[src/rtl/bp_pkg.sv]
// bp_pkg: shared types and helpers for the branch target buffer.
//   CTR_*       : 2-bit direction counter encodings (stored verbatim).
//   BTB_*       : geometry constants; the entry layout is sized from these,
//                 so the BTB top must be instantiated with matching values.
//   btb_entry_t : one BTB entry (valid, tag, counter, target).
//   btb_index   : PC[IW+1:2] -> entry index.
//   btb_tag     : PC[AW-1:IW+2] -> entry tag.
package bp_pkg;

  localparam logic [1:0] CTR_SNT = 2'b00;
  localparam logic [1:0] CTR_WNT = 2'b01;
  localparam logic [1:0] CTR_WT  = 2'b10;
  localparam logic [1:0] CTR_ST  = 2'b11;

  localparam int BTB_ENTRIES = 16;
  localparam int BTB_AW      = 32;
  localparam int BTB_IW      = $clog2(BTB_ENTRIES);
  localparam int BTB_TW      = BTB_AW - BTB_IW - 2;

  typedef struct packed {
    logic                valid;
    logic [BTB_TW-1:0]   tag;
    logic [1:0]          ctr;
    logic [BTB_AW-1:0]   target;
  } btb_entry_t;

  function automatic logic [BTB_IW-1:0] btb_index(input logic [BTB_AW-1:0] pc);
    return pc[BTB_IW+1:2];
  endfunction

  function automatic logic [BTB_TW-1:0] btb_tag(input logic [BTB_AW-1:0] pc);
    return pc[BTB_AW-1:BTB_IW+2];
  endfunction

endpackage

[src/rtl/btb_array.sv]
// btb_array: direct-mapped BTB storage.
//   clk, rst_n     : clock, async active-low reset (clears valid bits only)
//   invalidateAll  : clear every valid bit at the clock edge
//   rdIdx/rdEntry  : combinational read port, write-first bypassed
//   wrEn, wrIdx    : write strobe and entry index
//   wrTag/wrCtr/wrTarget : contents written to entry wrIdx
module btb_array
  import bp_pkg::*;
(
  input  logic                   clk,
  input  logic                   rst_n,
  input  logic                   invalidateAll,
  input  logic [BTB_IW-1:0]      rdIdx,
  output btb_entry_t             rdEntry,
  input  logic                   wrEn,
  input  logic [BTB_IW-1:0]      wrIdx,
  input  logic [BTB_TW-1:0]      wrTag,
  input  logic [1:0]             wrCtr,
  input  logic [BTB_AW-1:0]      wrTarget
);

  logic [BTB_ENTRIES-1:0] validQ;
  logic [BTB_TW-1:0]      tagMem    [BTB_ENTRIES];
  logic [1:0]             ctrMem    [BTB_ENTRIES];
  logic [BTB_AW-1:0]      targetMem [BTB_ENTRIES];

  // Invalidate wins over a same-cycle write: the written entry ends invalid.
  always_ff @(posedge clk or negedge rst_n) begin
    if (!rst_n) begin
      validQ <= '0;
    end else if (invalidateAll) begin
      validQ <= '0;
    end else if (wrEn) begin
      validQ[wrIdx] <= 1'b1;
    end
  end

  always_ff @(posedge clk) begin
    if (wrEn) begin
      tagMem[wrIdx]    <= wrTag;
      ctrMem[wrIdx]    <= wrCtr;
      targetMem[wrIdx] <= wrTarget;
    end
  end

  // A bypassed read of a write that invalidateAll is discarding reports
  // invalid; every other read sees pre-invalidation contents.
  always_comb begin
    rdEntry.valid  = validQ[rdIdx];
    rdEntry.tag    = tagMem[rdIdx];
    rdEntry.ctr    = ctrMem[rdIdx];
    rdEntry.target = targetMem[rdIdx];
    if (wrEn && (wrIdx == rdIdx)) begin
      rdEntry.valid  = !invalidateAll;
      rdEntry.tag    = wrTag;
      rdEntry.ctr    = wrCtr;
      rdEntry.target = wrTarget;
    end
  end

endmodule

[src/rtl/branch_target_buffer.sv]
// branch_target_buffer: direct-mapped BTB + 2-bit counter lookup for the
// branch unit. Lookup results are registered one cycle after FetchPc.
//   clk, rst_n     : clock, async active-low reset
//   FetchPc        : lookup PC
//   Stall          : hold lookup outputs and LookupCount (writes still happen)
//   InvalidateAll  : clear all valid bits
//   WriteEnable, UpdPc, UpdTarget, CtrlOut : update from the branch unit
//   PcMatchValid, JumpTaken, CtrlIn, PredTarget : registered lookup result
//   HitCount, LookupCount : saturating 16-bit statistics
module branch_target_buffer
  import bp_pkg::*;
#(
  parameter int ENTRIES = BTB_ENTRIES,
  parameter int AW      = BTB_AW
) (
  input  logic          clk,
  input  logic          rst_n,
  input  logic [AW-1:0] FetchPc,
  input  logic          Stall,
  input  logic          InvalidateAll,
  input  logic          WriteEnable,
  input  logic [AW-1:0] UpdPc,
  input  logic [AW-1:0] UpdTarget,
  input  logic [1:0]    CtrlOut,
  output logic          PcMatchValid,
  output logic          JumpTaken,
  output logic [1:0]    CtrlIn,
  output logic [AW-1:0] PredTarget,
  output logic [15:0]   HitCount,
  output logic [15:0]   LookupCount
);

  localparam int IW = $clog2(ENTRIES);
  localparam int TW = AW - IW - 2;

  function automatic logic [15:0] satInc(input logic [15:0] v);
    return (v == 16'hFFFF) ? v : v + 16'd1;
  endfunction

  btb_entry_t rdEntry_p0;
  logic       hit_p0;

  btb_array uArray (
    .clk           (clk),
    .rst_n         (rst_n),
    .invalidateAll (InvalidateAll),
    .rdIdx         (btb_index(FetchPc)),
    .rdEntry       (rdEntry_p0),
    .wrEn          (WriteEnable),
    .wrIdx         (btb_index(UpdPc)),
    .wrTag         (btb_tag(UpdPc)),
    .wrCtr         (CtrlOut),
    .wrTarget      (UpdTarget)
  );

  assign hit_p0 = rdEntry_p0.valid && (rdEntry_p0.tag == btb_tag(FetchPc));

  // ---- p0 -> p1: lookup result registers, frozen while stalled ----
  always_ff @(posedge clk or negedge rst_n) begin
    if (!rst_n) begin
      PcMatchValid <= 1'b0;
      JumpTaken    <= 1'b0;
      CtrlIn       <= 2'b00;
      PredTarget   <= '0;
      HitCount     <= '0;
      LookupCount  <= '0;
    end else if (!Stall) begin
      PcMatchValid <= hit_p0;
      JumpTaken    <= hit_p0 && rdEntry_p0.ctr[1];
      CtrlIn       <= hit_p0 ? rdEntry_p0.ctr : CTR_SNT;
      PredTarget   <= hit_p0 ? rdEntry_p0.target : '0;
      LookupCount  <= satInc(LookupCount);
      if (hit_p0) begin
        HitCount <= satInc(HitCount);
      end
    end
  end

endmodule

[config.mk]
export PLATFORM = sky130hd
export DESIGN_NAME = branch_target_buffer
export DESIGN_NICKNAME = d
export VERILOG_FILES = /design/src/rtl/bp_pkg.sv /design/src/rtl/btb_array.sv /design/src/rtl/branch_target_buffer.sv
export SDC_FILE = /design/constraint.sdc
export NUM_CORES = 1
export LEC_CHECK = 0
export BUFFER_PORTS_ARGS = -buffer_cell sky130_fd_sc_hd__buf_4
export CAP_MARGIN = 40
export CELL_PAD_IN_SITES_DETAIL_PLACEMENT = 0
export CELL_PAD_IN_SITES_GLOBAL_PLACEMENT = 1
export CORE_MARGIN = 5
export CORE_UTILIZATION = 50
export DETAILED_ROUTE_END_ITERATION = 6
export HOLD_SLACK_MARGIN = 0.06
export PLACE_DENSITY = 0.85
export SLEW_MARGIN = 20
export SYNTH_ARGS = -nofsm -noshare
export SYNTH_HDL_FRONTEND = slang
export SYNTH_SLANG_ARGS = --single-unit
[constraint.sdc]
create_clock -name clk -period 3.65 [get_ports clk]
set_clock_uncertainty 0.15 [all_clocks]
set_input_delay 0.73 -clock clk [delete_from_list [all_inputs] [get_ports clk]]
set_output_delay 0.73 -clock clk [all_outputs]
set_load 0.005 [all_outputs]
==> results of run 1 <==
==> metal layers <==
metal  track usage (%)  vias to the layer above  share of wire, %
met5                 0                        -             0.013
met1              29.9                    11200                37
met2              39.0                     1176                51
li1                  -                     8787                 -
met3              4.51                      195               8.9
met4              8.14                        2               3.2
==> flip-flops by register name, indices dropped and copies added, names as in the netlist <==
| register | cells |
|---|---|
| HitCount | 16 |
| CtrlIn | 1 |
| PcMatchValid | 1 |
| PredTarget | 32 |
| uArray.ctrMem | 32 |
| uArray.tagMem | 416 |
| JumpTaken | 1 |
| LookupCount | 16 |
| uArray.validQ | 16 |
| uArray.targetMem | 512 |
==> power by group <==
group	switching [mW]	total (mW)	internal (mW)	leakage, nW
Sequential	0.109	13.4	13.3	9.82
Combinational	0.899	1.69	0.792	5.25
Clock	4.49	11.0	6.56	1.72
Total	5.49	26.2	20.7	16.8
==> per-stage QoR <==
step | hold WS, ns | TNS, ns
final | 0.154 | 0
after global routing | 0.142 | 0
after CTS | 0.121 | 0
after detailed placement | 0.333 | -28.92
after global placement | 0.323 | -21.45
after floorplan | 0.284 | -487.85
==> final timing paths <==
kind,endpoint,slack [ns],cells after the start
min,uArray.tagMem[13][0],0.15,1
min in group asynchronous,HitCount[5],0.45,2
max in group asynchronous,LookupCount[13],2.22,3
max reg2reg,HitCount[1],0.18,11
max,HitCount[1],0.11,12
min reg2reg,PredTarget[11],0.34,2
==> Yosys cell counts, drive strengths merged, types with 21 or more instances <==
cell / number
nor2: 67
a22oi: 22
mux4: 267
buf: 53
clkbuf: 44
xnor2: 28
edfxtp: 960
nand2: 68
inv: 21
dfrtp: 83
mux2i: 71
o21ai: 45
==> final cells by class <==
cell class | count | area (µm²) | area share [%]
Antenna cell | 6 | 15.0 | 0.0308
Clock buffer | 128 | 2700 | 5.53
Clock inverter | 60 | 873 | 1.79
Inverter | 21 | 78.8 | 0.162
Multi-Input combinational cell | 776 | 9540 | 19.6
Sequential cell | 1043 | 30900 | 63.4
Tap cell | 1060 | 1330 | 2.72
Timing Repair Buffer | 365 | 3330 | 6.82
==> critical path, delay by kind of cell <==
family / cells / cell delay (ns)
compound gates: 4 / 0.90
simple gates: 3 / 0.90
buf+inv: 3 / 0.57
mux: 2 / 0.82
==> logic make-up after synthesis <==
logic type	Yosys count	share of synthesized area [%]
AND/OR/NAND/NOR	242	2.89
XOR/XNOR	48	1.03
buffers and inverters	118	1.47
AO/OA/AOI/OAI	139	2.33
multiplexers	345	16.6
adder cells (fa/ha/maj)	2	0.0612
flip-flops	1043	75.6
==> timing repair <==
item / CTS / global route
setup buffers: 0 / 1
hold endpoints to repair: 35 / 0
pin swaps: 0 / 1
resized for setup: 1 / 6
endpoints found under the setup margin: 2 / 25
hold buffers: 1 / 0
==> flow_summary.html, run 1 <==
<table>
<tr><th>Metric</th><th>Value</th></tr>
<tr><th colspan="2">Outcome</th></tr>
<tr><td>Run status</td><td>finished, final reports clean</td></tr>
<tr><th colspan="2">Yosys</th></tr>
<tr><td>Post-synth top area cell</td><td>sky130_fd_sc_hd__edfxtp_1</td></tr>
<tr><td>Total of warnings raised by yosys</td><td>0</td></tr>
<tr><td>Netlist area before placement</td><td>roughly 0.041 mm²</td></tr>
<tr><td>Largest cells by area after synthesis</td><td>sky130_fd_sc_hd__edfxtp_1 70%, sky130_fd_sc_hd__mux4_2 15%, sky130_fd_sc_hd__dfrtp_1 5.1%</td></tr>
<tr><td>Cell count after synthesis</td><td>between 1500 and 2000</td></tr>
<tr><td>Area share of the largest cell type after synthesis</td><td>around 70%</td></tr>
<tr><td>Sequential-to-total area share from yosys stat</td><td>75.6%</td></tr>
<tr><td>Post-synth net total</td><td>between 2000 and 2500</td></tr>
<tr><td>FFs w/ async S/R, synth</td><td>7.96%</td></tr>
<tr><td>Mean area per synthesized cell</td><td>around 21 µm²</td></tr>
<tr><td>Number of flip-flops and latches in the synthesized netlist</td><td>about 1000</td></tr>
<tr><td>Count of cell types in the netlist</td><td>66</td></tr>
<tr><td>EDFF count, synth</td><td>960</td></tr>
<tr><td>Most common flop cell mapped by yosys</td><td>sky130_fd_sc_hd__edfxtp_1</td></tr>
<tr><th colspan="2">Worst setup path</th></tr>
<tr><td>Critical path cell sequence</td><td>buf_8 -&gt; buf_12 -&gt; mux4_2 -&gt; nor2_1 -&gt; a21oi_1 -&gt; a22oi_1 -&gt; o22ai_1 -&gt; a2111oi_2 -&gt; nand4_2 -&gt; buf_4 -&gt; or4b_4 -&gt; mux2_4</td></tr>
<tr><td>Kind of start point of the critical path</td><td>input port</td></tr>
<tr><td>Timing startpoint of the critical path</td><td>FetchPc[2]</td></tr>
<tr><td>Largest stage delay on the critical path</td><td>0.54 ns</td></tr>
<tr><td>Max FO, Critical Path</td><td>14</td></tr>
<tr><td>Category of the worst setup path capture point</td><td>flip-flop</td></tr>
<tr><td>Critical path arrival</td><td>around 3.9 ns</td></tr>
<tr><td>Critical path class</td><td>input port to flip-flop</td></tr>
<tr><td>Required time reported for the critical path endpoint</td><td>4.05 ns</td></tr>
<tr><td>Start of the worst register-to-register path</td><td>uArray.tagMem[8][23]</td></tr>
<tr><td>Max stage delay cell, worst path</td><td>sky130_fd_sc_hd__or4b_4</td></tr>
<tr><th colspan="2">Die</th></tr>
<tr><td>Starting density of the core</td><td>around 51%</td></tr>
<tr><td>Die height</td><td>between 200 and 300 µm</td></tr>
<tr><td>I/O pin total</td><td>roughly 170</td></tr>
<tr><td>Die Outline Area</td><td>0.0876 mm²</td></tr>
<tr><td>Overall die width</td><td>a little under 300 µm</td></tr>
<tr><td>Area of the core</td><td>approximately 0.08 mm²</td></tr>
<tr><td>Row count</td><td>104</td></tr>
<tr><th colspan="2">Flow run</th></tr>
<tr><td>Total of max-cap violations</td><td>0</td></tr>
<tr><th colspan="2">GRT</th></tr>
<tr><td>Antenna violations before repair</td><td>7</td></tr>
<tr><td>Global-route wire length before repair</td><td>approximately 150 mm</td></tr>
<tr><td>Total routing usage reported by global routing</td><td>between 20% and 30%</td></tr>
<tr><td>Total congestion overflow</td><td>0</td></tr>
<tr><td>Maximum number of pins on one net before global-route repair</td><td>62</td></tr>
<tr><td>Via count of the first global-routing pass</td><td>approximately 22000</td></tr>
<tr><th colspan="2">Clocking</th></tr>
<tr><td>Sinks on Clock Net</td><td>around 1000</td></tr>
<tr><td>Number of buffers added by the clock tree synthesis step</td><td>100</td></tr>
<tr><td>Source-to-sink clock delay at the later pin of the worst-skew pair</td><td>0.68 ns</td></tr>
<tr><td>Maximum root-to-sink buffer count</td><td>3</td></tr>
<tr><td>Number of levels the H-tree was split into</td><td>3</td></tr>
<tr><td>CTS tree</td><td>built</td></tr>
<tr><td>Clock slew at reported path FFs</td><td>roughly 0.06 ns</td></tr>
<tr><td>Buffer type at the clock tree root</td><td>sky130_fd_sc_hd__clkbuf_16</td></tr>
<tr><th colspan="2">Final layout</th></tr>
<tr><td>Number of inserted filler cells in the final layout</td><td>5383</td></tr>
<tr><td>Commonest cells after routing, fill and taps aside</td><td>960 x sky130_fd_sc_hd__edfxtp_1, 317 x sky130_fd_sc_hd__buf_4, 267 x sky130_fd_sc_hd__mux4_2</td></tr>
<tr><td>Post-route core utilization</td><td>between 60 and 70%</td></tr>
<tr><td>Filler-free cell count of the finished design</td><td>roughly 3500</td></tr>
<tr><td>Total non-filler cell area in the finished layout</td><td>around 0.049 mm²</td></tr>
<tr><td>Area Growth Syn to Fin</td><td>19.2%</td></tr>
<tr><td>Fraction of layout cells with a size suffix above 1</td><td>approximately a third</td></tr>
<tr><td>Final net count</td><td>around 2400</td></tr>
<tr><td>Most common library cell in the layout ignoring fill and taps</td><td>sky130_fd_sc_hd__edfxtp_1</td></tr>
<tr><th colspan="2">Worst hold path</th></tr>
<tr><td>Startpoint of the lowest-slack hold path</td><td>UpdPc[6]</td></tr>
<tr><td>Worst min-delay path category</td><td>input port to flip-flop</td></tr>
<tr><th colspan="2">Timing</th></tr>
<tr><td>Part of the cycle the worst path needs</td><td>97.1%</td></tr>
<tr><td>Final critical delay including setup and external delays</td><td>around 3.5 ns</td></tr>
<tr><td>Final hold viol count</td><td>0</td></tr>
<tr><td>Number of failing setup endpoints in the final timing report</td><td>0</td></tr>
<tr><td>Number of pins exceeding their max-slew limit in the final report</td><td>0</td></tr>
<tr><td>Worst slew margin</td><td>42.7%</td></tr>
<tr><td>Actual transition at the worst max-transition pin</td><td>0.859 ns</td></tr>
<tr><td>Maximum clock rate</td><td>282 MHz</td></tr>
<tr><td>Unrepaired setup endpoints after global routing</td><td>no</td></tr>
<tr><td>Min setup slack post-route</td><td>between 0.1 and 0.15 ns</td></tr>
<tr><th colspan="2">Placed design</th></tr>
<tr><td>Cell area after placement</td><td>0.0451 mm²</td></tr>
<tr><td>Number of placed instances with taps included</td><td>between 3000 and 4000</td></tr>
<tr><td>Worst setup slack after placement</td><td>-0.686 ns</td></tr>
<tr><td>PortBufs</td><td>~170</td></tr>
<tr><td>Final weighted congestion in routability-driven placement</td><td>0.870</td></tr>
<tr><td>Half-perimeter wire length after detailed placement</td><td>56.7 mm</td></tr>
<tr><th colspan="2">Drt</th></tr>
<tr><td>Vias after detailed routing</td><td>approximately 21000</td></tr>
<tr><td>Initial detailed-routing violation count</td><td>approximately 2300</td></tr>
<tr><td>Length of the first detailed-routing pass in iterations</td><td>5</td></tr>
<tr><td>DRT Wirelength</td><td>around 100 mm</td></tr>
<tr><td>Number of antenna-violating nets in the routed design</td><td>0</td></tr>
<tr><td>Drt via density</td><td>a little over 6</td></tr>
<tr><td>Number of design rule violations left after detail routing</td><td>0</td></tr>
<tr><td>Routed WL per cell</td><td>about 29 µm</td></tr>
<tr><th colspan="2">Power and ir drop</th></tr>
<tr><td>Power after layout</td><td>26.2 mW</td></tr>
<tr><td>Power per cell area</td><td>approximately 540 mW/mm²</td></tr>
<tr><td>Leakage dissipation</td><td>~17 nW</td></tr>
<tr><td>Worst supply voltage drop on vdd</td><td>402 µV</td></tr>
</table>
(Power assumes the default switching activity.)
==> run 2: changes to the inputs <==
Settings changed: CTS_BUF_LIST set to sky130_fd_sc_hd__clkbuf_8.
==> flow_summary.html, run 2 (synthesized netlist as in run 1, its figures left out) <==
<table>
<tr><th>Metric</th><th>Value</th></tr>
<tr><th colspan="2">Worst hold path</th></tr>
<tr><td>Worst hold endpoint</td><td>uArray.tagMem[4][10]</td></tr>
<tr><td>Worst min-delay path category</td><td>input port to flip-flop</td></tr>
<tr><td>Startpoint of the lowest-slack hold path</td><td>UpdPc[16]</td></tr>
<tr><td>Hold depth</td><td>1</td></tr>
<tr><th colspan="2">Worst setup path</th></tr>
<tr><td>Start of the worst register-to-register path</td><td>uArray.tagMem[0][15]</td></tr>
<tr><td>Category of the worst setup path capture point</td><td>flip-flop</td></tr>
<tr><td>Max FO, Critical Path</td><td>35</td></tr>
<tr><td>Register-to-register setup slack</td><td>~0.11 ns</td></tr>
<tr><td>Kind of start point of the critical path</td><td>input port</td></tr>
<tr><td>Critical path class</td><td>input port to flip-flop</td></tr>
<tr><td>FF-to-FF path depth</td><td>11</td></tr>
<tr><td>Required time reported for the critical path endpoint</td><td>4.19 ns</td></tr>
<tr><td>RR Endpoint</td><td>PredTarget[15]</td></tr>
<tr><td>Critical path arrival</td><td>between 4 and 5 ns</td></tr>
<tr><th colspan="2">Outcome</th></tr>
<tr><td>Run status</td><td>finished, final reports clean</td></tr>
<tr><th colspan="2">Drt</th></tr>
<tr><td>DRT Wirelength</td><td>between 90 and 100 mm</td></tr>
<tr><td>Routed WL per cell</td><td>27.0 µm</td></tr>
<tr><td>Detail Route met3 WL</td><td>around 8.5 mm</td></tr>
<tr><td>Wire length on met1</td><td>roughly 36 mm</td></tr>
<tr><td>Uppermost routed layer</td><td>met5</td></tr>
<tr><td>Initial detailed-routing violation count</td><td>~2300</td></tr>
<tr><td>Vias after detailed routing</td><td>roughly 22000</td></tr>
<tr><td>Length of routed met2 wiring</td><td>between 40 and 50 mm</td></tr>
<tr><td>Number of antenna-violating nets in the routed design</td><td>0</td></tr>
<tr><td>Drt via density</td><td>approximately 6</td></tr>
<tr><td>Number of design rule violations left after detail routing</td><td>0</td></tr>
<tr><td>Length of the first detailed-routing pass in iterations</td><td>5</td></tr>
<tr><th colspan="2">Final layout</th></tr>
<tr><td>Largest registers in the final layout</td><td>uArray.targetMem (512), uArray.tagMem (416)</td></tr>
<tr><td>Number of inserted filler cells in the final layout</td><td>approximately 5500</td></tr>
<tr><td>Total non-filler cell area in the finished layout</td><td>roughly 0.049 mm²</td></tr>
<tr><td>Register ranked first by flip-flop count</td><td>uArray.targetMem</td></tr>
<tr><td>Filler-free cell count of the finished design</td><td>about 3600</td></tr>
<tr><td>Commonest cells after routing, fill and taps aside</td><td>960 x sky130_fd_sc_hd__edfxtp_1, 317 x sky130_fd_sc_hd__buf_4, 267 x sky130_fd_sc_hd__mux4_2</td></tr>
<tr><td>Area Growth Syn to Fin</td><td>18.9%</td></tr>
<tr><td>Fraction of layout cells with a size suffix above 1</td><td>34.4%</td></tr>
<tr><td>Final net count</td><td>~2500</td></tr>
<tr><td>Post-route core utilization</td><td>about three fifths</td></tr>
<tr><td>Number of flip-flops in the largest register</td><td>between 500 and 600</td></tr>
<tr><td>Most common library cell in the layout ignoring fill and taps</td><td>sky130_fd_sc_hd__edfxtp_1</td></tr>
<tr><th colspan="2">Die</th></tr>
<tr><td>Area of the core</td><td>0.0808 mm²</td></tr>
<tr><td>Die height</td><td>a little under 300 µm</td></tr>
<tr><td>Row count</td><td>approximately 100</td></tr>
<tr><td>Starting density of the core</td><td>50.6%</td></tr>
<tr><td>Die Outline Area</td><td>a little under 0.09 mm²</td></tr>
<tr><td>Overall die width</td><td>between 200 and 300 µm</td></tr>
<tr><td>I/O pin total</td><td>around 170</td></tr>
<tr><th colspan="2">Timing</th></tr>
<tr><td>Final hold viol count</td><td>0</td></tr>
<tr><td>Number of pins exceeding their max-slew limit in the final report</td><td>0</td></tr>
<tr><td>Number of failing setup endpoints in the final timing report</td><td>0</td></tr>
<tr><td>Worst slew margin</td><td>42.6%</td></tr>
<tr><td>Actual transition at the worst max-transition pin</td><td>about 0.86 ns</td></tr>
<tr><td>Final-layout worst hold slack</td><td>around 0.15 ns</td></tr>
<tr><td>Part of the cycle the worst path needs</td><td>~100%</td></tr>
<tr><td>Final critical delay including setup and external delays</td><td>3.58 ns</td></tr>
<tr><td>Unrepaired setup endpoints after global routing</td><td>no</td></tr>
<tr><td>Maximum clock rate</td><td>279 MHz</td></tr>
<tr><th colspan="2">Power and ir drop</th></tr>
<tr><td>Leakage dissipation</td><td>17.0 nW</td></tr>
<tr><td>Worst supply voltage drop on vdd</td><td>316 µV</td></tr>
<tr><td>Power per cell area</td><td>about 500 mW/mm²</td></tr>
<tr><th colspan="2">Placed design</th></tr>
<tr><td>Final weighted congestion in routability-driven placement</td><td>slightly below 0.9</td></tr>
<tr><td>Cell area after placement</td><td>0.0451 mm²</td></tr>
<tr><td>PortBufs</td><td>166</td></tr>
<tr><td>Half-perimeter wire length after detailed placement</td><td>around 57 mm</td></tr>
<tr><td>Number of placed instances with taps included</td><td>between 3000 and 4000</td></tr>
<tr><th colspan="2">Clocking</th></tr>
<tr><td>Buffer type at the clock tree root</td><td>sky130_fd_sc_hd__clkbuf_8</td></tr>
<tr><td>CTS tree</td><td>built</td></tr>
<tr><td>Maximum root-to-sink buffer count</td><td>3</td></tr>
<tr><td>Clock slew at reported path FFs</td><td>approximately 0.06 ns</td></tr>
<tr><td>Sinks on Clock Net</td><td>around 1000</td></tr>
<tr><td>Number of levels the H-tree was split into</td><td>4</td></tr>
<tr><td>Number of buffers added by the clock tree synthesis step</td><td>~160</td></tr>
<tr><td>Buffers inserted by post-CTS timing repair</td><td>0</td></tr>
<tr><td>Source-to-sink clock delay at the later pin of the worst-skew pair</td><td>~0.80 ns</td></tr>
<tr><th colspan="2">GRT</th></tr>
<tr><td>Via count of the first global-routing pass</td><td>22500</td></tr>
<tr><td>Total routing usage reported by global routing</td><td>between 20% and 30%</td></tr>
<tr><td>Antenna violations before repair</td><td>4</td></tr>
<tr><td>Total congestion overflow</td><td>0</td></tr>
<tr><td>Global-route wire length before repair</td><td>between 100 and 150 mm</td></tr>
<tr><td>Maximum number of pins on one net before global-route repair</td><td>62</td></tr>
<tr><th colspan="2">Flow run</th></tr>
<tr><td>Total of max-cap violations</td><td>0</td></tr>
</table>
run 2: metal layers:
layer,GRT usage [%],vias up
li1,-,9012
met5,0,-
met1,29.2,11100
met4,8.18,4
met2,37.6,1180
met3,4.53,209
run 2: cell type report:
class                   count  area, µm²  area share, %
well taps                1060       1330           2.73
repair buffers            402       3700           7.60
diodes                      2       5.00         0.0103
clock inverters           127        817           1.68
inverters                  21       78.8          0.162
flip-flops and latches   1043      30900           63.6
clock buffers             164       2260           4.64
multi-input cells         776       9530           19.6
run 2: what timing repair did:
item	CTS	global route
hold buffers	39	0
setup endpoints to repair	0	3
gates resized for setup	0	3
hold endpoints to repair	607	0
run 2: report_power, final:
group / internal (mW) / switching, mW
clock network: 4.79 / 4.50
logic: 0.817 / 0.893
registers: 13.3 / 0.104
total: 18.9 / 5.50
run 2: worst max path at each step:
stage | slack (ns) | start | end
global route | 0.01 | uArray.tagMem[0][15] | PredTarget[15]
global placement | -0.51 | FetchPc[4] | PredTarget[15]
CTS | 0.14 | uArray.tagMem[0][15] | PredTarget[15]
floorplan | -0.80 | UpdPc[3] | uArray.ctrMem[4][0]
detailed placement | -0.69 | FetchPc[4] | PredTarget[13]
finish | 0.07 | FetchPc[4] | PredTarget[15]
run 2: metrics by stage:
step                      setup slack [ns]  TNS [ns]  total power [mW]
after floorplan                     -0.800   -487.85              14.5
after global placement              -0.506    -21.45              15.3
after detailed placement            -0.686    -28.92              15.3
after CTS                            0.144         0              24.6
after global routing                0.0146         0              25.3
final                               0.0703         0              24.4
run 2: worst max-delay path: stages:
cell and delay (ns):
sky130_fd_sc_hd__buf_4 0.16, sky130_fd_sc_hd__buf_4 0.18, sky130_fd_sc_hd__mux4_2 0.33, sky130_fd_sc_hd__mux2i_1 0.10
sky130_fd_sc_hd__a21oi_1 0.41, sky130_fd_sc_hd__mux2i_1 0.15, sky130_fd_sc_hd__a2111oi_1 0.49, sky130_fd_sc_hd__buf_4 0.18
sky130_fd_sc_hd__nand4_1 0.18, sky130_fd_sc_hd__buf_4 0.22, sky130_fd_sc_hd__or3_2 0.46, sky130_fd_sc_hd__buf_12 0.21
sky130_fd_sc_hd__o21ai_0 0.24
